===== src/rtl/acc_bank.sv =====
// acc_bank: partial-sum accumulator bank behind the systolic array.
// Entries are accumulated or overwritten from two write ports while idle, and
// drained in address order over a valid/ready stream. Each entry is cleared as
// its beat is accepted.
// Optional feature: define ACC_SATURATE_EN to make accumulation saturate at
// 2^PSUM_W-1 instead of wrapping modulo 2^PSUM_W.
module acc_bank #(
    parameter int DEPTH   = 8,
    parameter int ADDR_W  = $clog2(DEPTH),
    parameter int PSUM_W  = 45,
    parameter int CPSUM_W = 13
) (
    input  logic              clk,
    input  logic              rst_n,
    input  logic              acc_wr_en,
    input  logic [ADDR_W-1:0] acc_wr_addr,
    input  logic              acc_first,
    input  logic [PSUM_W-1:0] psum_in,
    input  logic              cacc_wr_en,
    input  logic [ADDR_W-1:0] cacc_wr_addr,
    input  logic [CPSUM_W-1:0] cpsum_in,
    input  logic              rd_start,
    output logic              rd_valid,
    input  logic              rd_ready,
    output logic [PSUM_W-1:0] rd_data,
    output logic [ADDR_W-1:0] rd_addr,
    output logic              rd_last,
    output logic              busy,
    output logic              wr_err
);

    typedef enum logic {
        IDLE,
        DRAIN
    } state_t;

    state_t            state;
    logic [PSUM_W-1:0] mem [DEPTH];

    logic              idle;
    logic              acc_in_range;
    logic              cacc_in_range;
    logic              collide;
    logic              acc_do;
    logic              cacc_do;
    logic              err_next;
    logic              beat_done;
    logic [PSUM_W:0]   sum;
    logic [PSUM_W-1:0] acc_val;

    assign rd_data = mem[rd_addr];

    // Write-port arbitration: idle only, in-range only, compensation wins a collision.
    always_comb begin
        idle          = (state == IDLE);
        acc_in_range  = 32'(acc_wr_addr) < 32'(DEPTH);
        cacc_in_range = 32'(cacc_wr_addr) < 32'(DEPTH);
        collide       = acc_wr_en && cacc_wr_en && (acc_wr_addr == cacc_wr_addr);
        acc_do        = idle && acc_wr_en && acc_in_range && !collide;
        cacc_do       = idle && cacc_wr_en && cacc_in_range;
        err_next      = (acc_wr_en && !acc_do) || (cacc_wr_en && !cacc_do);
        beat_done     = (state == DRAIN) && rd_valid && rd_ready;
        sum           = {1'b0, mem[acc_wr_addr]} + {1'b0, psum_in};
`ifdef ACC_SATURATE_EN
        acc_val       = acc_first ? psum_in : (sum[PSUM_W] ? '1 : sum[PSUM_W-1:0]);
`else
        acc_val       = acc_first ? psum_in : sum[PSUM_W-1:0];
`endif
    end

    // Entry storage: accumulate/compensation writes while idle, clear-on-read while draining.
    always_ff @(posedge clk or negedge rst_n) begin
        if (!rst_n) begin
            for (int unsigned i = 0; i < DEPTH; i++) begin
                mem[i] <= '0;
            end
        end else begin
            if (acc_do) begin
                mem[acc_wr_addr] <= acc_val;
            end
            if (cacc_do) begin
                mem[cacc_wr_addr] <= PSUM_W'(cpsum_in);
            end
            if (beat_done) begin
                mem[rd_addr] <= '0;
            end
        end
    end

    // Drain FSM with registered stream outputs and the write-error pulse.
    always_ff @(posedge clk or negedge rst_n) begin
        if (!rst_n) begin
            state    <= IDLE;
            rd_valid <= 1'b0;
            rd_addr  <= '0;
            rd_last  <= 1'b0;
            busy     <= 1'b0;
            wr_err   <= 1'b0;
        end else begin
            wr_err <= err_next;
            case (state)
                IDLE: begin
                    if (rd_start) begin
                        state    <= DRAIN;
                        rd_valid <= 1'b1;
                        busy     <= 1'b1;
                        rd_addr  <= '0;
                        rd_last  <= 1'b0;
                    end
                end
                DRAIN: begin
                    if (beat_done) begin
                        if (rd_last) begin
                            state    <= IDLE;
                            rd_valid <= 1'b0;
                            busy     <= 1'b0;
                            rd_addr  <= '0;
                            rd_last  <= 1'b0;
                        end else begin
                            rd_addr  <= rd_addr + ADDR_W'(1);
                            // rd_last is registered, so it is set one beat ahead.
                            rd_last  <= (rd_addr == ADDR_W'(DEPTH - 2));
                        end
                    end
                end
                default: state <= IDLE;
            endcase
        end
    end

endmodule

===== config.mk =====
export PLATFORM = sky130hd
export DESIGN_NAME = acc_bank
export DESIGN_NICKNAME = d
export VERILOG_FILES = /design/src/rtl/acc_bank.sv
export SDC_FILE = /design/constraint.sdc
export NUM_CORES = 1
export LEC_CHECK = 0
export CAP_MARGIN = 10
export CORE_MARGIN = 3
export CORE_UTILIZATION = 40
export CTS_CLUSTER_DIAMETER = 50
export DETAILED_ROUTE_END_ITERATION = 7
export DONT_BUFFER_PORTS = 1
export GPL_TIMING_DRIVEN = 1
export PLACE_DENSITY = 0.6
export SLEW_MARGIN = 20
export SYNTH_ARGS = -nofsm -noshare
export SYNTH_HDL_FRONTEND = slang
export SYNTH_SLANG_ARGS = --single-unit

===== constraint.sdc =====
create_clock -name clk -period 8.72 [get_ports clk]
set_input_delay 1.744 -clock clk [delete_from_list [all_inputs] [get_ports clk]]
set_output_delay 1.744 -clock clk [all_outputs]
set_load 0.01 [all_outputs]

==> results.ini <==
[outcome]
status=complete, but fails checks
violations=slew limit

[drt]
viasPerCell=6.79
wl_per_cell_um=28.5
wl_um=91600
drt_iter0_markers=2600
via_count=21823
drcViolationCount=0
drtAntennaViolNets=0
first_pass_iters=6

[yosys]
syn_nets=2676
synthesis.area_um2=23800
synthTopCellsByArea=dfrtp_1 39%, mux4_2 8.5%, a211oi_1 6.3%
ys_types=88
yosys_register_bits=367
ys_async_sr_fraction_pct=100
yosysSeqAreaShare_pct=38.6
yosysWarningCount=0
synth-edff-count=0
synth.avg_cell_area_um2=9.30
syn_inst=2558
yosys.area.top_type=dfrtp_1
synthFlopType=dfrtp_1
synth_top_area_share_pct=38.6

[timing]
fin_crit_sh_pct=65.4
hold_viol=0
fin_crit_ps=5700
rsz0062_at_grt=no
finalSetupTns_ps=0
slew_violations=153
tightest_slew_ps=1580
skew_ps=32.8
setup_viol=0
slew_headroom_pct=-5.08
fmax_mhz=175

[place]
hpwlAfterDp_um=56700
gp_congestion=0.954
placed_area_um2=23900
io_buffers=0

[die]
io_pins=123
start_util_pct=40.8
dieArea_um2=62400
fp.coreArea_um2=58200
die_y_um=250
rows=88
die_width_um=250

[global_route]
first_global_vias=21290
globalRouteTotalUtil_pct=28.7
grt_max_degree=368
overflow=0
antenna_found_initial=2
grt_pass1_wl_um=138000

[finish]
utilization_pct=44.2
final_common_cell=dfrtp_1
final_cell_mix=364 x dfrtp_1, 359 x nor2_1, 217 x a21oi_1
area_growth_pct=8.31
regArea_um2=9200
drive_above_1_share_pct=14.1
finalInstanceArea_um2=25800
multi_input_area_um2=13500
layout.nets=2524
fill_cells=5412

[job]
maxCapViolCount=0

[power_and_ir_drop]
p_leak_nw=10.8
peakVddDrop_v=0.000145
powerDensity_nw_per_um2=186

[clock_tree]
cts_hold_buf=0
clk_latency_ps=620
post_cts.repair.setup_buffers=0
cts_buffers=51
cts.htree.levels=2
clock_sinks=367
cts_buffer_depth=3
clk_pin_slew_ps=60
cts.repair.resized=0
clockRootBuffer=clkbuf_16
cts_tree=done

[setup_path]
cp_data_arrival_time_ps=6150
cp.required_ps=9170
endpoint_kind=register
critPathMaxFanout=18
setup.worst_path.start_class=input port
path_class=in -> reg

[worst_hold_path]
hp-class=reg -> reg

-- path summary, 6_finish.rpt --
path	start	end	slack, ps	cells past startpoint
worst max-delay path	acc_wr_addr[2]	mem[347]$_DFF_PN0_	3020	15
worst min-delay path	mem[338]$_DFF_PN0_	mem[338]$_DFF_PN0_	540	2
worst max register to register	rd_addr[1]$_DFFE_PN0P_	mem[66]$_DFF_PN0_	4630	6
worst min register to register	mem[338]$_DFF_PN0_	mem[338]$_DFF_PN0_	540	2
max in group asynchronous	rst_n	mem[327]$_DFF_PN0_	6620	0
min in group asynchronous	rst_n	mem[105]$_DFF_PN0_	880	0
-- cell usage after synthesis (35+ instances only) --
| cell | count |
|---|---|
| nor2_1 | 360 |
| dfrtp_1 | 367 |
| a22oi_1 | 182 |
| a21oi_1 | 217 |
| mux4_2 | 90 |
| a211oi_1 | 199 |
| o21ai_0 | 132 |
| mux2i_1 | 48 |
| ha_1 | 46 |
| nand2_1 | 206 |
| clkbuf_1 | 151 |
| nand4_1 | 52 |
| buf_1 | 35 |
| mux2_2 | 48 |
-- routing by layer --
| layer | GRT usage, % | part of all wire [%] | vias to the layer above |
|---|---|---|---|
| met5 | 0 | 0 | - |
| met4 | 13.9 | 5.3 | 0 |
| met3 | 8.55 | 11 | 313 |
| met2 | 44.1 | 45 | 1367 |
| met1 | 37.0 | 39 | 10802 |
| li1 | - | - | 9341 |
-- area by class of cell --
type | instances | area share, %
repair buffers | 41 | 1.32
clock inverters | 24 | 1.06
flip-flops and latches | 367 | 35.7
clock buffers | 68 | 5.71
well taps | 765 | 3.72
inverters | 14 | 0.204
multi-input cells | 1931 | 52.2
diodes | 4 | 0.0389
-- per-stage QoR --
| stage | hold WS (ps) | worst slack, ps | instances | power [W] |
|---|---|---|---|---|
| 6_report | 543 | 3020 | 3214 | 0.00479 |
| 5_1_grt | 571 | 2830 | 3210 | 0.00496 |
| 4_1_cts | 544 | 3210 | 3208 | 0.00479 |
| 3_5_place_dp | 530 | 2570 | 3116 | 0.00265 |
| 3_3_place_gp | 507 | 2660 | 3116 | 0.00264 |
| 2_1_floorplan | 487 | 3050 | 2558 | 0.00247 |
-- state kept, by name (all words and copies together) (netlist names) --
register and cells:
mem 360, rd_last 1, busy 1, wr_err 1, state 1, rd_addr 3
-- critical path: stages --
cell      delay [ps]
and3b_2          600
buf_4            400
buf_4            400
a22oi_1          150
nand4_1          220
ha_1             330
nand2_1          170
a211oi_1          70
a21oi_1          270
o211ai_1         120
a21oi_1          370
o21ai_0          260
xor2_1           190
mux2i_1          680
a21oi_1          150
-- power by group --
| group | internal (W) | switching (W) |
|---|---|---|
| Sequential | 0.00183 | 0.000110 |
| Combinational | 0.000283 | 0.000429 |
| Clock | 0.00129 | 0.000855 |
| Total | 0.00340 | 0.00139 |
-- cells by family after synthesis --
logic type / share of synthesized area [%]
flip-flops: 38.6
AND/OR/NAND/NOR: 14.0
XOR/XNOR: 1.21
adder cells (fa/ha/maj): 2.50
buffers and inverters: 5.34
AO/OA/AOI/OAI: 25.4
multiplexers: 12.9
Note: power is estimated with default switching activity, not from simulation.
